--- config.mk ---
export PLATFORM = sky130hd
export DESIGN_NAME = lcd_display_controller_flat
export DESIGN_NICKNAME = d
export VERILOG_FILES = /design/src/rtl/lcd_pkg.sv /design/src/rtl/lcd_display_controller_if.sv /design/src/rtl/lcd_cursor_counter.sv /design/src/rtl/lcd_display_controller.sv /design/src/flat_wrapper.sv
export SDC_FILE = /design/constraint.sdc
export NUM_CORES = 1
export LEC_CHECK = 0
export BUFFER_PORTS_ARGS = -buffer_cell sky130_fd_sc_hd__buf_4
export CORE_UTILIZATION = 53
export CTS_CLUSTER_SIZE = 20
export DETAILED_ROUTE_END_ITERATION = 8
export GPL_ROUTABILITY_DRIVEN = 0
export HOLD_SLACK_MARGIN = 0.12
export PLACE_DENSITY_LB_ADDON = 0.1
export SYNTH_ARGS = -nofsm -noshare
export SYNTH_HDL_FRONTEND = slang
export SYNTH_SLANG_ARGS = --single-unit
--- constraint.sdc ---
create_clock -name clock500Hz -period 1.7 [get_ports clock500Hz]
set_input_delay 0.255 -clock clock500Hz [delete_from_list [all_inputs] [get_ports clock500Hz]]
set_output_delay 0.255 -clock clock500Hz [all_outputs]
set_load 0.03 [all_outputs]
--- src/rtl/lcd_pkg.sv ---
// rtl/lcd_pkg.sv - shared HD44780 command bytes, controller state encoding and strobe decode
//   No ports. Imported by lcd_display_controller and lcd_cursor_counter.
package lcd_pkg;

  localparam logic [7:0] FUNC_SET_2L = 8'h38;  // 8-bit bus, 2 display lines, 5x8 font
  localparam logic [7:0] FUNC_SET_1L = 8'h30;  // 8-bit bus, 1 display line, 5x8 font
  localparam logic [7:0] CLEAR       = 8'h01;
  localparam logic [7:0] DISP_ON     = 8'h0C;  // display on, cursor off, blink off
  localparam logic [7:0] ENTRY_INC   = 8'h06;  // increment address, no shift
  localparam logic [7:0] SET_DDRAM   = 8'h80;
  localparam logic [7:0] ROW1_BASE   = 8'h40;

  typedef enum logic [3:0] {
    S_POWER_WAIT = 4'd0,
    S_FS1        = 4'd1,
    S_FS2        = 4'd2,
    S_FS3        = 4'd3,
    S_FS4        = 4'd4,
    S_CLEAR      = 4'd5,
    S_CLEAR_WAIT = 4'd6,
    S_DISP_CTRL  = 4'd7,
    S_ENTRY      = 4'd8,
    S_IDLE       = 4'd9,
    S_SET_ADDR   = 4'd10,
    S_WRITE_CHAR = 4'd11
  } lcd_state_t;

  // States that put a byte on DB and therefore need an E pulse.
  function automatic logic state_strobes(lcd_state_t s);
    case (s)
      S_FS1, S_FS2, S_FS3, S_FS4, S_CLEAR, S_DISP_CTRL,
      S_ENTRY, S_SET_ADDR, S_WRITE_CHAR: return 1'b1;
      default:                           return 1'b0;
    endcase
  endfunction

endpackage

--- src/rtl/lcd_display_controller_if.sv ---
// rtl/lcd_display_controller_if.sv - character source and LCD pin bundle of the LCD controller
//   Parameter IW : width of char_index
//   master : character source / system side (drives start, char_data)
//   slave  : controller side (drives char_index, busy, frame_done, RS, RW, E, DB)
interface lcd_display_controller_if #(
  parameter int IW = 5
);
  logic          start;
  logic [7:0]    char_data;
  logic [IW-1:0] char_index;
  logic          busy;
  logic          frame_done;
  logic          RS;
  logic          RW;
  logic          E;
  logic [7:0]    DB;

  modport master (
    output start, char_data,
    input  char_index, busy, frame_done, RS, RW, E, DB
  );

  modport slave (
    input  start, char_data,
    output char_index, busy, frame_done, RS, RW, E, DB
  );
endinterface

--- src/rtl/lcd_cursor_counter.sv ---
// rtl/lcd_cursor_counter.sv - row/column/linear-index cursor for frame streaming
//   i_clk, i_reset  : clock, asynchronous active-high reset
//   i_advance       : step the cursor by one character
//   i_clear         : return cursor to row 0, column 0 (wins over i_advance)
//   o_char_index    : linear index row*COLS+col
//   o_last_col      : cursor is in the last column of a row
//   o_last_char     : cursor is on the last character of the frame
//   o_row_base      : DDRAM base address of the current row
module lcd_cursor_counter
  import lcd_pkg::*;
#(
  parameter int COLS = 16,
  parameter int ROWS = 2,
  parameter int IW   = 5
) (
  input  logic          i_clk,
  input  logic          i_reset,
  input  logic          i_advance,
  input  logic          i_clear,
  output logic [IW-1:0] o_char_index,
  output logic          o_last_col,
  output logic          o_last_char,
  output logic [7:0]    o_row_base
);

  localparam int CW  = $clog2(COLS);
  localparam int RWD = (ROWS > 1) ? $clog2(ROWS) : 1;

  logic [CW-1:0]  r_col;
  logic [RWD-1:0] r_row;
  logic [IW-1:0]  r_index;
  logic           w_last_row;

  assign o_last_col   = (r_col == CW'(COLS - 1));
  assign w_last_row   = (r_row == RWD'(ROWS - 1));
  assign o_last_char  = o_last_col && w_last_row;
  assign o_char_index = r_index;

  always_ff @(posedge i_clk or posedge i_reset) begin
    if (i_reset) begin
      r_col   <= '0;
      r_row   <= '0;
      r_index <= '0;
    end else if (i_clear || (i_advance && o_last_char)) begin
      r_col   <= '0;
      r_row   <= '0;
      r_index <= '0;
    end else if (i_advance) begin
      r_index <= r_index + IW'(1);
      if (o_last_col) begin
        r_col <= '0;
        r_row <= r_row + RWD'(1);
      end else begin
        r_col <= r_col + CW'(1);
      end
    end
  end

  // Rows 2 and 3 of a 4-line module continue rows 0 and 1 in DDRAM.
  always_comb begin
    o_row_base = 8'h00;
    case (int'(r_row))
      1:       o_row_base = ROW1_BASE;
      2:       o_row_base = 8'(COLS);
      3:       o_row_base = ROW1_BASE + 8'(COLS);
      default: o_row_base = 8'h00;
    endcase
  end

endmodule

--- src/rtl/lcd_display_controller.sv ---
// rtl/lcd_display_controller.sv - HD44780 8-bit write-only init and frame streaming controller
//   clock500Hz : 2 ms system/LCD clock
//   reset      : asynchronous, active-high
//   bus        : slave modport; start/char_data in, char_index/busy/frame_done/RS/RW/E/DB out
module lcd_display_controller #(
  parameter int COLS           = 16,
  parameter int ROWS           = 2,
  parameter int POWERUP_CYCLES = 20,
  parameter int CLEAR_WAIT     = 1,
  parameter int CONTINUOUS     = 1
) (
  input logic                      clock500Hz,
  input logic                      reset,
  lcd_display_controller_if.slave  bus
);
  import lcd_pkg::*;

  localparam int IW   = $clog2(ROWS * COLS);
  localparam int WMAX = (POWERUP_CYCLES > CLEAR_WAIT) ? POWERUP_CYCLES : CLEAR_WAIT;
  localparam int WW   = $clog2(WMAX + 1);
  localparam logic [7:0] FS_CMD = (ROWS >= 2) ? FUNC_SET_2L : FUNC_SET_1L;

  lcd_state_t    r_state, w_state_next;
  logic [WW-1:0] r_wait;
  logic          r_e_en;
  logic          r_frame_done;
  logic          w_wait_done;
  logic          w_advance;
  logic          w_clear;
  logic          w_last_col;
  logic          w_last_char;
  logic [IW-1:0] w_char_index;
  logic [7:0]    w_row_base;
  logic          w_rs;
  logic [7:0]    w_db;

  lcd_cursor_counter #(
    .COLS (COLS),
    .ROWS (ROWS),
    .IW   (IW)
  ) u_cursor (
    .i_clk        (clock500Hz),
    .i_reset      (reset),
    .i_advance    (w_advance),
    .i_clear      (w_clear),
    .o_char_index (w_char_index),
    .o_last_col   (w_last_col),
    .o_last_char  (w_last_char),
    .o_row_base   (w_row_base)
  );

  assign w_wait_done = ((r_state == S_POWER_WAIT) && (r_wait == WW'(POWERUP_CYCLES - 1))) ||
                       ((r_state == S_CLEAR_WAIT) && (r_wait == WW'(CLEAR_WAIT - 1)));

  always_ff @(posedge clock500Hz or posedge reset) begin
    if (reset) begin
      r_state      <= S_POWER_WAIT;
      r_wait       <= '0;
      r_frame_done <= 1'b0;
    end else begin
      r_state      <= w_state_next;
      if (((r_state == S_POWER_WAIT) || (r_state == S_CLEAR_WAIT)) && !w_wait_done)
        r_wait <= r_wait + WW'(1);
      else
        r_wait <= '0;
      r_frame_done <= (r_state == S_WRITE_CHAR) && w_last_char;
    end
  end

  // e_en looks ahead at the state about to be entered, so E rises at the
  // start of a strobing state and falls mid-cycle while DB is still stable.
  always_ff @(negedge clock500Hz or posedge reset) begin
    if (reset) r_e_en <= 1'b0;
    else       r_e_en <= state_strobes(w_state_next);
  end

  always_comb begin
    w_state_next = r_state;
    w_advance    = 1'b0;
    w_clear      = 1'b0;
    w_rs         = 1'b0;
    w_db         = 8'h00;
    case (r_state)
      S_POWER_WAIT: begin
        w_clear = 1'b1;
        if (w_wait_done) w_state_next = S_FS1;
      end
      S_FS1:        begin w_db = FS_CMD;    w_state_next = S_FS2;        end
      S_FS2:        begin w_db = FS_CMD;    w_state_next = S_FS3;        end
      S_FS3:        begin w_db = FS_CMD;    w_state_next = S_FS4;        end
      S_FS4:        begin w_db = FS_CMD;    w_state_next = S_CLEAR;      end
      S_CLEAR:      begin w_db = CLEAR;     w_state_next = S_CLEAR_WAIT; end
      S_CLEAR_WAIT: if (w_wait_done) w_state_next = S_DISP_CTRL;
      S_DISP_CTRL:  begin w_db = DISP_ON;   w_state_next = S_ENTRY;      end
      S_ENTRY: begin
        w_db         = ENTRY_INC;
        w_state_next = (CONTINUOUS != 0) ? S_SET_ADDR : S_IDLE;
      end
      S_IDLE: if ((CONTINUOUS == 0) && bus.start) w_state_next = S_SET_ADDR;
      S_SET_ADDR: begin
        w_db         = SET_DDRAM | w_row_base;
        w_state_next = S_WRITE_CHAR;
      end
      S_WRITE_CHAR: begin
        w_rs      = 1'b1;
        w_db      = bus.char_data;
        w_advance = 1'b1;
        if (w_last_char)     w_state_next = (CONTINUOUS != 0) ? S_SET_ADDR : S_IDLE;
        else if (w_last_col) w_state_next = S_SET_ADDR;
      end
      default: w_state_next = S_POWER_WAIT;
    endcase
  end

  assign bus.char_index = w_char_index;
  assign bus.busy       = (r_state != S_IDLE);
  assign bus.frame_done = r_frame_done;
  assign bus.RS         = w_rs;
  assign bus.RW         = 1'b0;
  assign bus.DB         = w_db;
  assign bus.E          = clock500Hz & r_e_en;

endmodule

--- src/flat_wrapper.sv ---
// flat-port wrapper written by rule: the top's interface ports become plain ports
module lcd_display_controller_flat import lcd_pkg::*;
#(
  parameter int COLS           = 16,
  parameter int ROWS           = 2,
  parameter int POWERUP_CYCLES = 20,
  parameter int CLEAR_WAIT     = 1,
  parameter int CONTINUOUS     = 1
)
  (clock500Hz, reset, bus_start, bus_char_data, bus_char_index, bus_busy, bus_frame_done, bus_RS, bus_RW, bus_E, bus_DB);
  lcd_display_controller_if bus_i ();
  input logic clock500Hz;
  input logic reset;
  input wire logic [$bits(bus_i.start)-1:0] bus_start;
  input wire logic [$bits(bus_i.char_data)-1:0] bus_char_data;
  output wire logic [$bits(bus_i.char_index)-1:0] bus_char_index;
  output wire logic [$bits(bus_i.busy)-1:0] bus_busy;
  output wire logic [$bits(bus_i.frame_done)-1:0] bus_frame_done;
  output wire logic [$bits(bus_i.RS)-1:0] bus_RS;
  output wire logic [$bits(bus_i.RW)-1:0] bus_RW;
  output wire logic [$bits(bus_i.E)-1:0] bus_E;
  output wire logic [$bits(bus_i.DB)-1:0] bus_DB;
  assign bus_i.start = bus_start;
  assign bus_i.char_data = bus_char_data;
  assign bus_char_index = bus_i.char_index;
  assign bus_busy = bus_i.busy;
  assign bus_frame_done = bus_i.frame_done;
  assign bus_RS = bus_i.RS;
  assign bus_RW = bus_i.RW;
  assign bus_E = bus_i.E;
  assign bus_DB = bus_i.DB;
  lcd_display_controller #(.COLS(COLS), .ROWS(ROWS), .POWERUP_CYCLES(POWERUP_CYCLES), .CLEAR_WAIT(CLEAR_WAIT), .CONTINUOUS(CONTINUOUS)) u_core (.clock500Hz(clock500Hz), .reset(reset), .bus(bus_i));
endmodule
Word level (Yosys, flattened, before mapping)
Memories as Yosys holds them, arrays and structs flattened. A register that Yosys moved wholly into a read port is not among the register bits.
Cells that the tools add are included.
{"block": "word_totals", "reg_bits": 20, "latch_bits": 0, "ram_bits": 0, "rom_bits": 16, "in_bits": 11, "out_inout_bits": 18, "memories": 1}
{"name": "(no name shown)", "depth": 16, "width": 1, "rd": 1, "rd_clocked_by_memory_dff": 1, "wr": 0, "line": "lcd_pkg.sv:30", "rtl": "case (s)"}
{"block": "classes", "add_sub_neg": 4, "mul": 0, "div_mod_pow": 0, "order_cmp": 0, "eq_ne": 14, "shift": 0, "muxes": 18, "bitwise_logic": 1, "reduce_logical": 16}
{"op": "4-bit one-hot mux with 12 select lines", "count": 1}
{"op": "8-bit one-hot mux with 6 select lines", "count": 1}
{"op": "4-bit two-way mux", "count": 7}
{"op": "4-bit equality test (second input constant)", "count": 5}
{"op": "4-bit by 3-bit equality test with 1-bit output (second input constant)", "count": 4}
{"op": "5-bit two-way mux", "count": 3}
{"op": "5-bit by 1-bit adder with 5-bit output (second input constant)", "count": 2}
{"op": "4-bit by 2-bit equality test with 1-bit output (second input constant)", "count": 2}
{"op": "7-bit two-way mux", "count": 1}
{"op": "1-bit logical AND", "count": 6}
{"op": "5-bit equality test (second input constant)", "count": 1}
{"op": "5-bit logical NOT", "count": 1}
{"op": "1-bit two-way mux", "count": 5}
{"op": "4-bit by 1-bit adder with 4-bit output (second input constant)", "count": 1}
{"op": "4-bit by 1-bit equality test with 1-bit output (second input constant)", "count": 1}
{"op": "4-bit logical NOT", "count": 1}
{"op": "4-bit != test (second input constant)", "count": 1}
{"op": "2-bit nonzero test", "count": 2}
{"op": "4-bit OR reduction", "count": 1}
{"op": "1-bit logical OR", "count": 3}
{"op": "2-bit AND reduction", "count": 1}
{"op": "1-bit adder (second input constant)", "count": 1}
{"op": "1-bit AND", "count": 1}
{"op": "1-bit logical NOT", "count": 1}

Depth between registers and ports, before layout
{"block": "logic_depth", "ltp_word": 6, "mapped_depth": 6, "ltp_nobuf": 6}

Hierarchy
A second synthesis with hierarchy kept.
{"block": "hier_totals", "hier_cells": 165, "hier_area_um2": 1482.7}
{"mod": "lcd_display_controller", "n_inst": 1, "cells_each": 101, "area_per_inst_um2": 868.3, "seq_area_each_um2": 275.3}
{"mod": "lcd_cursor_counter", "n_inst": 1, "cells_each": 64, "area_per_inst_um2": 614.3, "seq_area_each_um2": 250.2}

==> metrics.txt <==
fin. max-slew vios=0; failing checks=setup timing; Detailed Routing Iterations Pass 1=5; worst vdd ir=between 0.5 and 0.6 mV; post-synthesis sequential area ratio=0.413; vias in the first global route=roughly 1400; post-route ant nets=0; CP Capture Type=output port; Avg Inst Size Synth=~9 µm²; Synth cell types=44; Layout Utilization=0.924; most frequent cells in the layout=buf_4, dfrtp_1, buf_6; most common cell after layout, fill and taps aside=buf_4; synth warn=0; drt drc=0; worst skew pair latency=about 0.42 ns; largest net degree at the start of global routing=21; final instance area=slightly above 2000 µm²; P_int=between 0.7 and 0.8 mW; net switching power figure=approximately 0.32 mW; 1st-iter DRT viols=52; asr flop ratio synth=1.00; MaxCap Viol Count=0; All-Layer GR Usage=0.350; Die W=just over 50 µm; Syn Inst Count=142; Crit path arrival time=between 1.5 and 2 ns; CTS tree=yes; syn nets=157; P per Cell Area=between 500 and 600 nW/µm²; I/O pin cnt=29; status=complete, but fails checks; initial antenna violation count=0; area post-placement=around 1600 µm²; Avg WL per Cell=about 20 µm; Leakage=1.00 nW; Reg clk slew, reported paths=0.12 ns; ant diodes=0; vias post-DR=~1500; unrepaired setup endpoints after global routing=true; Core Region=2230 µm²; GRT overflow=0; # setup viols final=16; flops & latches, synth=21; CP Max Fanout=1; Via density=6.25; layout cells sized above 1=0.538; Critical Path Source Type=flip-flop; number of synthesized flops with an enable pin=0; drt total wl=4830 µm; die area=about 2600 µm²; Area growth syn-to-layout=62.0%; Setup Crit Path Kind=flip-flop to output port; Nets=roughly 230; initial core utilization=0.570; power share of the clock group=0.461; commonest register cell after synthesis=dfrtp_1; critical path data required time=1.44 ns; Worst Setup Slack, final=-0.530 ns; Post-Syn Area=1270 µm²; global-route wire length before repair=6200 µm; final hold violation count=0; Die Y=51.0 µm; Comb pwr share=0.087; sequential power share=0.452; switching share of power=0.287; hpwl dp=2220 µm; hold crit path type=input pin to async pin; FP Rows=17; clock skew=0.0101 ns; Buffers on Ports=26
[kinds of logic after synthesis]
logic type                 share of synthesized area
muxes                                         0.0246
DFF                                            0.413
buffers and inverters                         0.0668
xor gates and xnor gates                      0.0619
and+or+nand+nor                                0.232
AOI/OAI and AO/OA                              0.160
other                                        0.00294
adders and majority gates                     0.0393
[per-layer routing]
| layer | global-route usage | routed length (µm) |
|---|---|---|
| met2 | 0.548 | 2310 |
| met3 | 0.137 | 497 |
| met4 | 0.287 | 214 |
| met5 | 0 | 0 |
| met1 | 0.368 | 1810 |
[synthesized netlist by cell type, types with 2 or more instances]
master	n	area (µm²)
a21oi_1	9	45.0
a22o_1	2	17.5
and2_1	3	18.8
buf_4	3	22.5
clkbuf_1	2	7.51
dfrtp_1	20	500
ha_1	4	50.1
inv_1	7	26.3
mux2i_1	2	20.0
nand2_1	13	48.8
nand2b_1	2	12.5
nand3_1	4	20.0
nor2_1	19	71.3
nor2b_1	4	25.0
nor3_1	2	10.0
o2111ai_1	2	17.5
o21ai_0	10	50.1
xnor2_1	2	17.5
xor2_1	7	61.3
[what timing repair did]
item,CTS,global route
setup endpoints to repair,14,20
setup buffers,13,7
pin swaps,13,7
hold buffers,1,0
endpoints found under the hold margin,20,0
gates resized for setup,44,23
[cell type report]
type | count | area (µm²)
multi-input combinational | 104 | 817
timing repair buffer | 69 | 596
sequential | 21 | 526
fill | 77 | 170
clock buffer | 8 | 60.1
tap | 28 | 35.0
inverter | 8 | 30.0
[power by group through the flow]
stage          clock network (mW)  registers (mW)  logic, mW
2_1_floorplan              0.0761           0.509     0.0457
3_3_place_gp                0.110           0.509     0.0793
3_5_place_dp                0.110           0.509     0.0815
4_1_cts                     0.508           0.499     0.0875
5_1_grt                     0.537           0.500      0.102
6_report                    0.510           0.499     0.0960
[through the flow]
stage | instances | hold slack, ns | setup WS (ns) | TNS (ns) | power (mW)
after floorplan | 142 | 0.232 | -0.450 | -0.785 | 0.631
after global placement | 212 | 0.377 | -0.440 | -0.467 | 0.699
after detailed placement | 212 | 0.366 | -0.463 | -0.535 | 0.701
after CTS | 233 | 0.464 | -0.491 | -2.57 | 1.09
after global routing | 238 | 0.532 | -0.621 | -4.86 | 1.14
final | 238 | 0.460 | -0.530 | -3.68 | 1.11
[sequential cells by signal, summed over array words and instances (netlist names)]
signal / cells
u_core.r_state: 4
u_core.bus.frame_done: 1
u_core.r_e_en: 1
u_core.r_wait: 5
u_core.u_cursor.r_row: 1
u_core.u_cursor.o_char_index: 5
u_core.u_cursor.r_col: 4
[final timing paths]
| path | from | to | slack (ns) | depth (start not counted) |
|---|---|---|---|---|
| max | u_core.r_e_en | bus_E | -0.53 | 2 |
| min | reset | u_core.bus.frame_done | 0.46 | 4 |
| max reg2reg | u_core.r_wait[1] | u_core.r_e_en | -0.49 | 6 |
| min reg2reg | u_core.u_cursor.r_col[3] | u_core.u_cursor.r_col[3] | 0.53 | 1 |
| max in group asynchronous | reset | u_core.r_e_en | 0.59 | 3 |
| min in group clock500Hz | u_core.u_cursor.r_col[3] | u_core.u_cursor.r_col[3] | 0.53 | 1 |
[critical path, stage by stage (launching register included)]
cell	delay [ns]
dfrtn_1	0.43
and2_4	0.15
buf_6	0.12
Power figures use the tool's default switching activity.
